File: config.mk
export PLATFORM = sky130hd
export DESIGN_NAME = if_stage
export DESIGN_NICKNAME = d
export VERILOG_FILES = /design/src/rtl/if_stage.sv
export SDC_FILE = /design/constraint.sdc
export NUM_CORES = 1
export LEC_CHECK = 0
export CORE_AREA = 2 2 156 158
export DETAILED_ROUTE_END_ITERATION = 6
export DIE_AREA = 0 0 158 160
export PLACE_DENSITY = 0.76
export SKIP_LAST_GASP = 1
export SYNTH_ARGS = -nofsm -noshare
export SYNTH_HDL_FRONTEND = slang
export SYNTH_SLANG_ARGS = --single-unit
File: constraint.sdc
create_clock -name clk -period 2.75 [get_ports clk]
set_input_delay 0.6875 -clock clk [delete_from_list [all_inputs] [get_ports clk]]
set_output_delay 0.6875 -clock clk [all_outputs]
set_load 0.1 [all_outputs]
File: src/rtl/if_stage.sv
// if_stage: instruction-fetch stage of the 5-stage RV32I pipeline.
// Owns the PC, drives the synchronous instruction memory and presents
// {instr, pc, pc+4, valid} to decode. Honours stall, EX redirects and halt,
// traps misaligned redirect targets and keeps fetch performance counters.
//
// Ports:
//   clk, rst_n                 clock (rising edge), async active-low reset
//   stall_i                    hazard-unit stall, hold the current fetch
//   redirect_i, redirect_pc_i  EX-resolved taken branch/jump and its target
//   halt_i                     level-sensitive fetch freeze
//   imem_addr_o                byte address to imem (combinational, = next PC)
//   imem_rdata_i               imem data, 1-cycle read of last imem_addr_o
//   if_instr_o/if_pc_o/if_pc_plus4_o/if_valid_o   slot presented to decode
//   misalign_o, err_pc_o       sticky misaligned-redirect error and target
//   fetch_cnt_o, stall_cnt_o, redirect_cnt_o      performance counters
module if_stage #(
    parameter logic [31:0] RESET_PC  = 32'h0000_0000,
    parameter logic [31:0] NOP_INSTR = 32'h0000_0013,
    parameter int unsigned CNT_W     = 32
) (
    input  logic             clk,
    input  logic             rst_n,
    input  logic             stall_i,
    input  logic             redirect_i,
    input  logic [31:0]      redirect_pc_i,
    input  logic             halt_i,
    output logic [31:0]      imem_addr_o,
    input  logic [31:0]      imem_rdata_i,
    output logic [31:0]      if_instr_o,
    output logic [31:0]      if_pc_o,
    output logic [31:0]      if_pc_plus4_o,
    output logic             if_valid_o,
    output logic             misalign_o,
    output logic [31:0]      err_pc_o,
    output logic [CNT_W-1:0] fetch_cnt_o,
    output logic [CNT_W-1:0] stall_cnt_o,
    output logic [CNT_W-1:0] redirect_cnt_o
);

    typedef enum logic [1:0] {
        S_BOOT  = 2'd0,
        S_RUN   = 2'd1,
        S_HALT  = 2'd2,
        S_ERROR = 2'd3
    } state_e;

    state_e           state_q, state_d;
    logic [31:0]      pc_q, pc_d;
    logic             valid_q, valid_d;
    logic             misalign_q, misalign_d;
    logic [31:0]      err_pc_q, err_pc_d;
    logic [CNT_W-1:0] fetch_cnt_q, fetch_cnt_d;
    logic [CNT_W-1:0] stall_cnt_q, stall_cnt_d;
    logic [CNT_W-1:0] redirect_cnt_q, redirect_cnt_d;

    logic [31:0]      next_pc;
    logic             redir_ok;
    logic             redir_bad;

    assign redir_ok  = redirect_i && (redirect_pc_i[1:0] == 2'b00);
    assign redir_bad = redirect_i && (redirect_pc_i[1:0] != 2'b00);

    // Slot to decode: squashed combinationally whenever a redirect is present.
    assign if_valid_o    = valid_q && (state_q == S_RUN) && !redirect_i;
    assign if_instr_o    = if_valid_o ? imem_rdata_i : NOP_INSTR;
    assign if_pc_o       = pc_q;
    assign if_pc_plus4_o = pc_q + 32'd4;
    assign imem_addr_o   = next_pc;

    assign misalign_o     = misalign_q;
    assign err_pc_o       = err_pc_q;
    assign fetch_cnt_o    = fetch_cnt_q;
    assign stall_cnt_o    = stall_cnt_q;
    assign redirect_cnt_o = redirect_cnt_q;

    // Next-state, next-PC and counter update.
    always_comb begin
        state_d        = state_q;
        pc_d           = pc_q;
        valid_d        = valid_q;
        misalign_d     = misalign_q;
        err_pc_d       = err_pc_q;
        fetch_cnt_d    = fetch_cnt_q;
        stall_cnt_d    = stall_cnt_q;
        redirect_cnt_d = redirect_cnt_q;
        next_pc        = pc_q;

        unique case (state_q)
            S_BOOT: begin
                next_pc = RESET_PC;
                if (!halt_i) begin
                    state_d = S_RUN;
                    pc_d    = RESET_PC;
                    valid_d = 1'b1;
                end
            end

            S_RUN: begin
                if (redir_ok) begin
                    next_pc = redirect_pc_i;
                end else if (stall_i) begin
                    next_pc = pc_q;
                end else begin
                    next_pc = pc_q + 32'd4;
                end

                if (redir_bad) begin
                    // PC frozen; imem keeps re-reading the current address.
                    next_pc    = pc_q;
                    state_d    = S_ERROR;
                    misalign_d = 1'b1;
                    err_pc_d   = redirect_pc_i;
                    valid_d    = 1'b0;
                end else begin
                    pc_d = next_pc;
                    if (redir_ok) begin
                        redirect_cnt_d = redirect_cnt_q + CNT_W'(1);
                    end
                    if (stall_i && !redirect_i) begin
                        stall_cnt_d = stall_cnt_q + CNT_W'(1);
                    end
                    if (if_valid_o && !stall_i) begin
                        fetch_cnt_d = fetch_cnt_q + CNT_W'(1);
                    end
                    if (halt_i) begin
                        state_d = S_HALT;
                        valid_d = 1'b0;
                    end else begin
                        valid_d = 1'b1;
                    end
                end
            end

            S_HALT: begin
                // Re-read pc_q so its data is ready when fetch resumes.
                next_pc = redir_ok ? redirect_pc_i : pc_q;
                if (redir_bad) begin
                    state_d    = S_ERROR;
                    misalign_d = 1'b1;
                    err_pc_d   = redirect_pc_i;
                    valid_d    = 1'b0;
                end else begin
                    pc_d = next_pc;
                    if (redir_ok) begin
                        redirect_cnt_d = redirect_cnt_q + CNT_W'(1);
                    end
                    if (!halt_i) begin
                        state_d = S_RUN;
                        valid_d = 1'b1;
                    end
                end
            end

            S_ERROR: begin
                next_pc = pc_q;
            end

            default: begin
                next_pc = pc_q;
            end
        endcase
    end

    // State and datapath registers.
    always_ff @(posedge clk or negedge rst_n) begin
        if (!rst_n) begin
            state_q        <= S_BOOT;
            pc_q           <= RESET_PC;
            valid_q        <= 1'b0;
            misalign_q     <= 1'b0;
            err_pc_q       <= 32'd0;
            fetch_cnt_q    <= '0;
            stall_cnt_q    <= '0;
            redirect_cnt_q <= '0;
        end else begin
            state_q        <= state_d;
            pc_q           <= pc_d;
            valid_q        <= valid_d;
            misalign_q     <= misalign_d;
            err_pc_q       <= err_pc_d;
            fetch_cnt_q    <= fetch_cnt_d;
            stall_cnt_q    <= stall_cnt_d;
            redirect_cnt_q <= redirect_cnt_d;
        end
    end

endmodule

== Word level (Yosys, flattened, before mapping) ==
Cells that the tools add are included.

* Latch bits: 0
* Memory bits (writable): 0
* Bits of input ports: 69
* Memories: 0
* ROM bits: 0
* Word-level logic and storage cells: 57
* Register bits: 164

* Divide/modulo/power cells: 0
* $mul: 0
* Add/subtract/negate cells: 4
* Shift operators: 0
* Mux-type cells: 19
* Reductions and logical operators: 19
* Magnitude comparators: 0
* Bitwise operators: 1
* Eq/ne operators: 6

{| class="wikitable"
|+ Operator list
! operator !! number
|-
| 2-to-1 mux 32 bit || 7
|-
| one-hot mux 32 bit (4 select lines) || 1
|-
| adder 32 x 1 -> 32 bit, second input constant || 3
|-
| one-hot mux 32 bit (3 select lines) || 1
|-
| adder 32 x 3 -> 32 bit, second input constant || 1
|-
| AND reduction 3 bit || 4
|-
| 2-to-1 mux 2 bit || 4
|-
| logical AND 1 bit || 6
|-
| one-hot mux 2 bit (3 select lines) || 1
|-
| == test 2 bit, second input constant || 2
|-
| zero test 2 bit || 2
|-
| 2-to-1 mux 1 bit || 4
|-
| != test 2 bit, second input constant || 2
|-
| AND reduction 2 bit || 2
|-
| != test 3 bit, second input constant || 1
|-
| one-hot mux 1 bit (3 select lines) || 1
|-
| nonzero test 3 bit || 1
|-
| == test 2 x 1 -> 1 bit, second input constant || 1
|-
| zero test 1 bit || 2
|-
| nonzero test 2 bit || 1
|-
| OR reduction 2 bit || 1
|-
| NOT 1 bit || 1
|}

== Logic depth before layout (Yosys ltp) ==
Gate-level depths: netlist (run 1).

* Word-level depth: 5
* Gate-level depth with buffers: 10
* Gate-level depth less buffers: 7

== Least setup slack after synthesis (run 1) ==
No wires, ideal clock.

* Path kind: flip-flop to output port
* Start point: register pc_q[3], in the netlist if_pc_o[3]
* End point: output port imem_addr_o[14]
* Required time: 2.062 ns
* Stages on the path, launching flop included: 7
* Path buffers: 1
* Setup slack: -2.252 ns
* Arrival: 4.315 ns
* Cells stage by stage: dfrtp_1 ha_1 nand3_1 clkbuf_1 nor4_1 a221oi_1 nor3_1

* Cells in the longest elaborated chain, start to end: 5

{| class="wikitable"
|+ Ends and longest elaborated chain
! element !! line !! text
|-
| start, declared || 48 || <nowiki>logic [31:0] pc_q, pc_d;</nowiki>
|-
| start signal, assigned || 177 || <nowiki>pc_q <= pc_d;</nowiki>
|-
| adder 32 x 3 -> 32 bit || 104 || <nowiki>next_pc = pc_q + 32'd4;</nowiki>
|-
| 2-to-1 mux 32 bit || 101 || <nowiki>end else if (stall_i) begin</nowiki>
|-
| 2-to-1 mux 32 bit || 99 || <nowiki>if (redir_ok) begin</nowiki>
|-
| 2-to-1 mux 32 bit || 107 || <nowiki>if (redir_bad) begin</nowiki>
|-
| one-hot mux 32 bit (4 select lines) || 88 || <nowiki>unique case (state_q)</nowiki>
|-
| end, declared || 27 || <nowiki>output logic [31:0] imem_addr_o,</nowiki>
|}

Every way passes these cells.

== Worst setup path in the final report (run 1) ==
* Start point: register pc_q[17], in the netlist if_pc_o[17]
* End point: output port imem_addr_o[24]

Same word-level chain as after synthesis.

==> results of run 1 <==
==> cell families after synthesis <==
| family | share of synthesized area [%] |
|---|---|
| XOR/XNOR | 11.0 |
| multiplexers | 4.60 |
| AND/OR/NAND/NOR | 23.9 |
| AO/OA/AOI/OAI | 12.9 |
| adder cells (fa/ha/maj) | 1.29 |
| flip-flops | 42.2 |
| buffers and inverters | 4.17 |
==> cells in the final DEF (no fill, tap or decap), types with 13 or more instances in the layout <==
master             n
buf_4            387
dfrtp_1          138
buf_12           112
nand2_1          105
xnor2_1           69
clkdlybuf4s50_1   61
buf_6             59
nor2_1            52
nand4_1           43
nand3_1           38
mux2_2            37
and3_4            31
a21oi_4           28
o21ai_0           26
xor2_1            25
a21oi_1           21
clkbuf_16         20
dfrtp_4           18
xnor2_4           16
inv_1             15
and3_1            13
nor3_1            13
==> worst paths after layout <==
check | to | cells after the start | slack [ns]
setup reg to reg | fetch_cnt_o[17]$_DFFE_PN0P_ | 11 | -0.11
max in group asynchronous | if_pc_o[23]$_DFFE_PN0P_ | 2 | 1.94
hold / removal | err_pc_o[12]$_DFFE_PN0P_ | 1 | 0.12
setup / recovery | imem_addr_o[24] | 8 | -0.74
hold reg to reg | misalign_o$_DFFE_PN0P_ | 1 | 0.48
min in group clk | misalign_o$_DFFE_PN0P_ | 1 | 0.48
==> sequential cells by signal, summed over array words and instances, names as in the netlist <==
register,cells
fetch_cnt_o,32
misalign_o,1
redirect_cnt_o,32
if_pc_o,32
valid_q,1
state_q,2
stall_cnt_o,32
err_pc_o,32
==> final cells by class <==
type / count / area [µm²] / share of cell area (%)
Clock buffer: 17 / 425 / 2.18
Clock inverter: 15 / 208 / 1.06
Inverter: 21 / 85.1 / 0.436
Multi-Input combinational cell: 801 / 7440 / 38.2
Sequential cell: 164 / 4180 / 21.4
Tap cell: 324 / 405 / 2.08
Timing Repair Buffer: 637 / 6760 / 34.6
==> layer usage <==
| metal | routed length [µm] | global-route usage (%) | part of all wire [%] | vias to the layer above |
|---|---|---|---|---|
| li1 | - | - | - | 4980 |
| met1 | 17800 | 41.9 | 37 | 5791 |
| met2 | 22300 | 49.5 | 46 | 854 |
| met3 | 4890 | 9.09 | 10 | 254 |
| met4 | 2930 | 13.4 | 6.1 | 2 |
| met5 | 13 | 0 | 0.027 | - |
==> power by group <==
group          internal (W)  switching [W]
clock               0.00133        0.00127
sequential          0.00284       0.000391
combinational       0.00369        0.00765
==> critical path, cell delays in order (launching register included) <==
cell	delay, ns
dfrtp_4	0.48
buf_12	0.14
buf_4	0.13
nand4_1	0.24
nor2_1	0.31
nand4_1	0.25
o31a_1	0.38
a31oi_4	0.21
buf_12	0.20
==> timing repair <==
item | 4_1_cts | 5_1_grt
setup buffers | 49 | 53
gates cloned | 4 | 3
resized for setup | 123 | 157
pin swaps | 53 | 104
endpoints found under the setup margin | 105 | 112
==> metrics by stage <==
step                hold slack, ns  setup slack (ns)  util, %
finish                       0.121            -0.740     81.9
CTS                          0.134            -0.522     76.8
global route                 0.124            -0.795     81.9
detailed placement           0.457            -0.794     70.1
floorplan                    0.392            -0.534        -
global placement             0.452            -0.769     70.1
==> metrics.yaml, run 1 <==
routing:
  wl_per_cell_um: 24.2
  firstDrtPassIters: 7
  viasPerCell: 6.00
  postRouteAntennaNets: 0
  drc: 16
  drtIter0Drc: 1297
  wirelength_um: 48000
  num_vias: 11900
pwr:
  power_density_nw_per_um2: 880
  ir_worst_vdd_v: 0.000692
  power.leakage_nw: 8.56
  power_w: 0.0172
global_routing:
  grt_usage_pct: 31.9
  grt-ovfl-total: 0
  grt_start_max_net_pins: 64
  grt_pass1_wl_um: 62700
  grt_pass1_vias: 11100
  antenna_found_initial: 1
sta:
  finalSetupTns_ns: -33.16
  skew_ns: 0.0127
  period_share_pct: 127
  worstMarginPinSlew_ns: 0.686
  maxSlewHeadroom_pct: 54.1
  setup_viol: 98
  max_freq_mhz: 287
  slew_viol_final: 0
  rsz0062_at_grt: "yes"
  finalWorstSetupSlack_ns: -0.740
  fin_crit_ns: 3.49
  hold_viol_final: 0
clocking:
  cts_tree: "yes"
  clkLatencyLatePin_ns: 0.46
  clk_pin_slew_worst_paths_ns: 0.07
  cts.sinks: 164
  cts_buffers: 17
  cts_root_buffer: "clkbuf_16"
  cts_buffer_depth: 2
  htree_levels: 4
  ctsHoldBuffers: 0
flow_run:
  maxCapViolations: 0
synthesis:
  synth_edf_count: 0
  yosys_warnings: 0
  synth_cells: 1065
  yosysSeqAreaShare_pct: 42.2
  synth_common_cells: "164 x dfrtp_1, 116 x nand2_1, 86 x xnor2_1"
  synth_fp_nets: 1144
  synth_seq_cells: 164
  syn_area_per_cell_um2: 9.13
  netlist_area_um2: 9730
  synthDominantCellAreaShare_pct: 42.2
  synth_most_common_cell: "dfrtp_1"
  synth_cell_types: 74
  synthFlopType: "dfrtp_1"
  synthTopCellsByArea: "dfrtp_1 42%, xnor2_1 7.7%, nand2_1 4.5%, mux2_2 4.4%, xor2_1 3.2%"
  async_flop_share_pct: 100
  yosysTopAreaCell: "dfrtp_1"
setup_path:
  cp_max_fo: 4
  rr_startpoint: "state_q[1]$_DFFE_PN0P_"
  startpoint: "if_pc_o[17]$_DFFE_PN0P_"
  worstPathArrival_ns: 2.80
  endpoint_kind: "output pin"
  required_ns: 2.06
  startpoint_type: "flip-flop"
  timing_worst_setup_path_type: "flip-flop to output pin"
layout:
  fillers: 1292
  n_antenna_cell: 0
  syn2layout_area_growth_pct: 101
  layout.nets: 1721
  stdcell_count: 1979
  layout-drive-gt1-share_pct: 55.8
  design_area_um2: 19500
place:
  dp.cells: 1847
  gp_congestion: 0.946
  placed_cell_area_um2: 16700
  portBuffers: 326
  hpwl_um: 29400
floorplanning:
  core-area_um2: 23800
  die_h_um: 160
  placementRows: 57
  chipWidth_um: 158
  io_pins: 327
  fp.dieArea_um2: 25300
  start_util_pct: 40.8
run_status:
  violations: "DRC, setup timing"
  run_status: "finished with violations"
hold_path:
  hp-class: "primary input to asynchronous set/reset pin"
Note: power is estimated with default switching activity, not from simulation.
==> run 2: changes to the inputs <==
==> constraint.sdc (replaced) <==
create_clock -name clk -period 2.75 [get_ports clk]
set_input_delay 0.6875 -clock clk [delete_from_list [all_inputs] [get_ports clk]]
set_output_delay 0.6875 -clock clk [all_outputs]
set_load 0.005 [all_outputs]
==> run 2 against run 1 <==
Compared with the run above: the run ends with setup timing left; critical path depth grew 1; maximum frequency is 3.0% lower; utilization shrank 4.5 points; sequential share of layout area increased by 0.84 points; largest cell class is now non-clock buffers; count of clock-buffer cells in the layout up 1; register-to-register slack worse by 0.57 ns; die area stayed put; clock power down 5%; sequential cell count unchanged.
==> metrics.yaml, run 2 (synthesis gave the netlist of run 1 again) <==
layout:
  syn2layout_area_growth_pct: 89.5
  layout_commonest_cell: "buf_4"
  stdcell_count: 2075  # +4.9%
  layout-drive-gt1-share_pct: 43.9  # -12 points
  layout.nets: 1816  # +5.5%
  layout_common_cells: "293 x buf_4, 226 x clkdlybuf4s50_1, 162 x dfrtp_1"
  fillers: 1508  # +17%
global_routing:
  grt_start_max_net_pins: 51  # -20%
  grt_pass1_vias: 12000  # +7.9%
  grt-ovfl-total: 0  # unchanged
  antenna_found_initial: 3  # +2
  grt_usage_pct: 33.6  # +1.7 points
  grt_pass1_wl_um: 66400  # +5.8%
setup_path:
  rr_worst_depth: 21  # +10
  endpoint: "imem_addr_o[24]"
  crit_chain: "ha_4 > nand3_4 > buf_4 > nor4_4 > buf_4 > nand4_1 > o31a_1 > a31oi_1 > buf_2"
  worstPathArrival_ns: 2.91  # +0.11 ns
  crit_cells: 9  # +1
  required_ns: 2.06  # about the same
  critPathSlowestCell: "dfrtp_1"
  worstReg2RegEnd: "if_pc_o[14]$_DFFE_PN0P_"
  r2r_slack_ns: -0.68  # -0.57 ns
  cp.buffers_inverters: 3  # unchanged
  cp_max_fo: 5  # +1
  critical_path.most_common_cell: "buf_4"
  endpoint_kind: "output pin"
  startpoint_type: "flip-flop"
  critPathTopFamily: "simple AND/OR/NAND/NOR gates"
  rr_startpoint: "if_pc_o[6]$_DFFE_PN0P_"
  timing_worst_setup_path_type: "flip-flop to output pin"
  slowest_delay_ns: 0.43  # -0.05 ns
  startpoint: "if_pc_o[2]$_DFFE_PN0P_"
floorplanning:
  chipWidth_um: 158  # unchanged
  start_util_pct: 40.8  # unchanged
  placementRows: 57  # unchanged
  io_pins: 327  # unchanged
  core-area_um2: 23800  # unchanged
  fp.dieArea_um2: 25300  # unchanged
  die_h_um: 160  # unchanged
routing:
  num_vias: 12500  # +4.8%
  wl_per_cell_um: 23.8  # -1.8%
  firstDrtPassIters: 6  # -1
  drc: 0  # -16
  wirelength_um: 49400  # +3.0%
  viasPerCell: 6.00  # about the same
  drtIter0Drc: 1532  # +18%
  postRouteAntennaNets: 0  # unchanged
sta:
  finalWorstSetupSlack_ns: -0.848  # -0.108 ns
  period_share_pct: 131  # +3.9 points
  worstMarginPinSlew_ns: 0.626  # -0.0596 ns
  finalSetupTns_ns: -31.22  # +1.94 ns
  setup_viol: 82  # -16%
  rsz0062_at_grt: "yes"
  fin_crit_ns: 3.60  # +0.108 ns
  slew_viol_final: 0  # unchanged
  max_freq_mhz: 278  # -3.0%
  hold_viol_final: 0  # unchanged
  maxSlewHeadroom_pct: 57.1  # +2.9 points
  skew_ns: 0.0213  # +0.00861 ns
clocking:
  cts_tree: "yes"
  cts_buffers: 17  # unchanged
  htree_levels: 4  # unchanged
  clk_pin_slew_worst_paths_ns: 0.08  # about the same
  clkLatencyLatePin_ns: 0.44  # -0.02 ns
  cts_root_buffer: "clkbuf_16"
  cts_buffer_depth: 2  # unchanged
  cts.sinks: 164  # unchanged
  ctsHoldBuffers: 0  # unchanged
pwr:
  ir_worst_vdd_v: 0.000505  # -27%
  power_density_nw_per_um2: 660  # -25%
  power_w: 0.0122  # -29%
  power.leakage_nw: 8.37  # -2.2%
flow_run:
  maxCapViolations: 0  # unchanged
place:
  dp_slack_ns: -1.14  # -0.347 ns
  portBuffers: 326  # unchanged
  dp.cells: 1862  # +0.81%
  gp_congestion: 1.01  # +6.4%
  hpwl_um: 28500  # -3.3%
run_status:
  run_status: "finished with violations"
  violations: "setup timing"
hold_path:
  hp-class: "primary input to asynchronous set/reset pin"
## run 2: cell types whose count changed in the layout (fill, tap and decap cells not counted), sizes merged, moves of 4 or more
cell / before / now
buf: 568 / 487
dlymetal6s2s: 0 / 5
dlygate4sd2: 2 / 6
clkdlybuf4s50: 61 / 226
clkbuf: 20 / 24
## run 2: area by class of cell
type                       count  area [µm²]  share of cell area [%]
timing repair buffer         732        6680                    36.3
tap                          324         405                    2.20
inverter                      21        86.3                   0.468
sequential                   164        4110                    22.3
multi-input combinational    801        6560                    35.6
clock inverter                14         153                   0.828
antenna                        1        2.50                  0.0136
clock buffer                  18         439                    2.38
## run 2: routing by layer
metal	wire (µm)	GRT usage, %	part of all wire, %	up-vias
li1	-	-	-	5195
met1	17200	40.7	35	5848
met2	22800	55.6	46	1046
met3	5670	7.73	11	362
met4	3640	17.7	7.4	4
met5	21	0	0.042	-
## run 2: worst reg2reg max path, stage by stage, from the launching register on
cell and delay (ns):
dfrtp_1 0.42, buf_4 0.15, nand2_1 0.15, buf_4 0.22, nor3_4 0.16, buf_6 0.12, nand4_1 0.19, buf_4 0.20
buf_4 0.12, buf_4 0.12, buf_4 0.12, buf_4 0.12, buf_4 0.12, buf_4 0.12, buf_4 0.13, buf_4 0.12
buf_4 0.13, buf_4 0.13, buf_4 0.12, buf_4 0.13, a21oi_4 0.12, o31ai_2 0.09
## run 2: worst min-delay path by stage
stage	endpoint	slack, ns	start	depth (start not counted)
after CTS	redirect_cnt_o[18]$_DFFE_PN0P_	0.20	rst_n	1
after floorplan	err_pc_o[0]$_DFFE_PN0P_	0.39	rst_n	0
after detailed placement	misalign_o$_DFFE_PN0P_	0.46	misalign_o$_DFFE_PN0P_	1
final	redirect_cnt_o[18]$_DFFE_PN0P_	0.19	rst_n	1
after global routing	redirect_cnt_o[20]$_DFFE_PN0P_	0.21	rst_n	1
after global placement	misalign_o$_DFFE_PN0P_	0.45	misalign_o$_DFFE_PN0P_	1
## run 2: report_power, final
| part | total, W | switching [W] | internal, W | leakage [nW] |
|---|---|---|---|---|
| Sequential | 0.00316 | 0.000340 | 0.00282 | 2.17 |
| Combinational | 0.00653 | 0.00323 | 0.00330 | 5.91 |
| Clock | 0.00248 | 0.00123 | 0.00125 | 0.292 |
| Total | 0.0122 | 0.00480 | 0.00736 | 8.37 |
## run 2: stage by stage
step	util (%)	hold slack, ns	area (µm²)
floorplan	-	0.392	9760
global placement	62.6	0.450	14900
detailed placement	62.6	0.460	14900
CTS	72.5	0.204	17300
global route	77.4	0.214	18400
finish	77.4	0.188	18400
## run 2: repair_timing
| item | in CTS | in global routing |
|---|---|---|
| setup buffers | 131 | 74 |
| resized for setup | 534 | 234 |
| cloned | 5 | 0 |
| pin swaps | 78 | 110 |
| endpoints found under the setup margin | 120 | 104 |
==> run 3: changes to the inputs <==
--- a/config.mk
+++ b/config.mk
@@ -5,10 +5,11 @@
 export SDC_FILE = /design/constraint.sdc
 export NUM_CORES = 1
 export LEC_CHECK = 0
-export CORE_AREA = 2 2 156 158
+export CAP_MARGIN = 20
+export CORE_AREA = 2 2 184 186
 export DETAILED_ROUTE_END_ITERATION = 6
-export DIE_AREA = 0 0 158 160
-export PLACE_DENSITY = 0.76
+export DIE_AREA = 0 0 186 188
+export SKIP_CTS_REPAIR_TIMING = 1
 export SKIP_LAST_GASP = 1
 export SYNTH_ARGS = -nofsm -noshare
 export SYNTH_HDL_FRONTEND = slang
==> run 3 against run 2 <==
Compared with the run above: the flow still finishes with violations (setup timing); count of clock-buffer cells in the layout rose by 1; die area rose by 38%; cell area fell by 3.5%; utilization fell by 24 points; sequential share of layout area rose by 0.81 points; total power fell by 4.8%; routed wire length fell by 15%; register-to-register slack improved by 0.59 ns; clock power fell by 4%.
==> metrics.yaml, run 3 (synthesis gave the netlist of run 1 again) <==
sta:
  slew_viol_final: 0  # unchanged
  worstMarginPinSlew_ns: 0.751  # +0.125 ns
  hold_viol_final: 0  # unchanged
  skew_ns: 0.00953  # -0.0117 ns
  setup_viol: 89  # +8.5%
  finalSetupTns_ns: -23.49  # +7.73 ns
  rsz0062_at_grt: "yes"
  period_share_pct: 122  # -8.8 points
  max_freq_mhz: 298  # +7.2%
  finalWorstSetupSlack_ns: -0.605  # +0.243 ns
  maxSlewHeadroom_pct: 49.9  # -7.2 points
  fin_crit_ns: 3.36  # -0.243 ns
setup_path:
  startpoint_type: "flip-flop"
  critical_path.most_common_cell: "or4_4"
  crit_chain: "ha_4 > nand3_4 > or4_4 > buf_6 > or4_4 > a31oi_4 > a21oi_2 > clkbuf_2"
  slowest_delay_ns: 0.54  # +0.11 ns
  cp_max_fo: 3  # -2
  endpoint_kind: "output pin"
  required_ns: 2.06  # about the same
  endpoint: "imem_addr_o[20]"
  worstPathArrival_ns: 2.67  # -0.24 ns
  r2r_slack_ns: -0.09  # +0.59 ns
  critPathSlowestCell: "or4_4"
  rr_startpoint: "state_q[1]$_DFFE_PN0P_"
  startpoint: "if_pc_o[2]$_DFFE_PN0P_"
  worstReg2RegEnd: "fetch_cnt_o[23]$_DFFE_PN0P_"
  rr_worst_depth: 13  # -38%
  timing_worst_setup_path_type: "flip-flop to output pin"
layout:
  stdcell_count: 2147  # +3.5%
  syn2layout_area_growth_pct: 82.9
  n_antenna_cell: 0  # -1
  layout_commonest_cell: "buf_4"
  layout.nets: 1765  # -2.8%
  layout-drive-gt1-share_pct: 40.4  # -3.5 points
  layout_common_cells: "278 x buf_4, 227 x clkdlybuf4s50_1, 161 x dfrtp_1"
  design_area_um2: 17800  # -3.5%
clocking:
  cts_root_buffer: "clkbuf_16"
  clkLatencyLatePin_ns: 0.46  # +0.02 ns
  cts_buffers: 17  # unchanged
  htree_levels: 4  # unchanged
  cts_tree: "yes"
  cts.sinks: 164  # unchanged
  cts_buffer_depth: 2  # unchanged
  clk_pin_slew_worst_paths_ns: 0.07  # about the same
pwr:
  p_sw_w: 0.00434  # -9.7%
  power.leakage_nw: 8.20  # -2.0%
  swShare_pct: 37.4  # -2.0 points
  p_clk_share_pct: 20.5  # about the same
  power_w: 0.0116  # -4.8%
  comb_power_share_pct: 52.3  # -1.4 points
  p_seq_share_pct: 27.2  # +1.2 points
  ir_worst_vdd_v: 0.000460  # -8.8%
  internal_power_w: 0.00725  # -1.6%
  power_density_nw_per_um2: 651  # -1.4%
flow_run:
  maxCapViolations: 0  # unchanged
global_routing:
  grt_usage_pct: 22.5  # -11 points
  grt_pass1_vias: 10400  # -14%
  antenna_found_initial: 1  # -2
  grt_start_max_net_pins: 68  # +33%
  grt-ovfl-total: 0  # unchanged
  grt_pass1_wl_um: 60400  # -9.1%
routing:
  viasPerCell: 5.13  # -15%
  drtIter0Drc: 708  # -54%
  wirelength_um: 42200  # -15%
  wl_per_cell_um: 19.7  # -17%
  postRouteAntennaNets: 0  # unchanged
  drc: 0  # unchanged
  firstDrtPassIters: 5  # -1
  num_vias: 11000  # -12%
floorplanning:
  core-area_um2: 33100  # +39%
  chipWidth_um: 186  # +18%
  die_h_um: 188  # +18%
  fp.dieArea_um2: 35000  # +38%
  placementRows: 67  # +18%
  io_pins: 327  # unchanged
  start_util_pct: 29.4  # -11 points
hold_path:
  hp-class: "primary input to asynchronous set/reset pin"
place:
  portBuffers: 326  # unchanged
  dp.cells: 1997  # +7.3%
  placed_cell_area_um2: 15100  # +1.4%
  hpwl_um: 30600  # +7.6%
  gp_congestion: 0.970  # -3.7%
run_status:
  violations: "setup timing"
  run_status: "finished with violations"
run 3: cell count changes in the layout (fill, tap and decap cells not counted), moves of 5 or more:
cell,before,now
dlymetal6s2s_1,5,19
buf_6,117,72
buf_2,53,31
inv_8,6,1
buf_4,293,278
and3_4,26,15
buf_12,17,11
nor2_1,56,61
clkbuf_2,6,35
o21ai_0,24,29
dlygate4sd2_1,6,0
and3_1,18,29
run 3: worst max-delay path: cells and delay by family, from the launching register on:
kind,cells,cell delay (ns)
AO/OA/AOI/OAI,2,0.27
buffers and inverters,2,0.27
AND/OR/NAND/NOR,3,1.07
flip-flops,1,0.42
adder cells (fa/ha/maj),1,0.19
run 3: metal layers:
metal	global-route usage, %	up-vias	share of wire [%]
li1	-	5073	-
met3	4.78	72	6.8
met2	37.7	473	49
met5	0	-	0.028
met1	28.6	5393	41
met4	7.60	2	2.9
run 3: how the worst min path moves through the flow:
stage	end	depth (start not counted)	slack (ns)	startpoint
global placement	misalign_o$_DFFE_PN0P_	1	0.45	misalign_o$_DFFE_PN0P_
detailed placement	misalign_o$_DFFE_PN0P_	1	0.46	misalign_o$_DFFE_PN0P_
CTS	redirect_cnt_o[2]$_DFFE_PN0P_	1	0.29	rst_n
finish	redirect_cnt_o[25]$_DFFE_PN0P_	1	0.28	rst_n
floorplan	err_pc_o[0]$_DFFE_PN0P_	0	0.39	rst_n
global route	redirect_cnt_o[30]$_DFFE_PN0P_	1	0.32	rst_n
run 3: per-stage QoR:
step                hold WS, ns  utilization (%)  worst slack, ns
global placement          0.453             45.7            -1.26
floorplan                 0.392                -           0.0182
finish                    0.280             53.7           -0.605
detailed placement        0.464             45.7            -1.22
CTS                       0.293             47.4            -1.26
global route              0.319             53.7           -0.645
run 3: cell type report:
| cell class | instances | area [µm²] |
|---|---|---|
| flip-flops and latches | 164 | 4110 |
| well taps | 448 | 561 |
| inverters | 21 | 78.8 |
| repair buffers | 681 | 6110 |
| clock buffers | 19 | 433 |
| multi-input cells | 801 | 6380 |
| fillers | 2927 | 15300 |
| clock inverters | 13 | 125 |
run 3: power by group through the flow:
stage	combinational (W)	sequential [W]	clock, W
after global placement	0.00490	0.00317	0
after global routing	0.00640	0.00320	0.00253
final	0.00606	0.00315	0.00237
after CTS	0.00495	0.00314	0.00243
after floorplan	0.00195	0.00315	0
after detailed placement	0.00492	0.00318	0
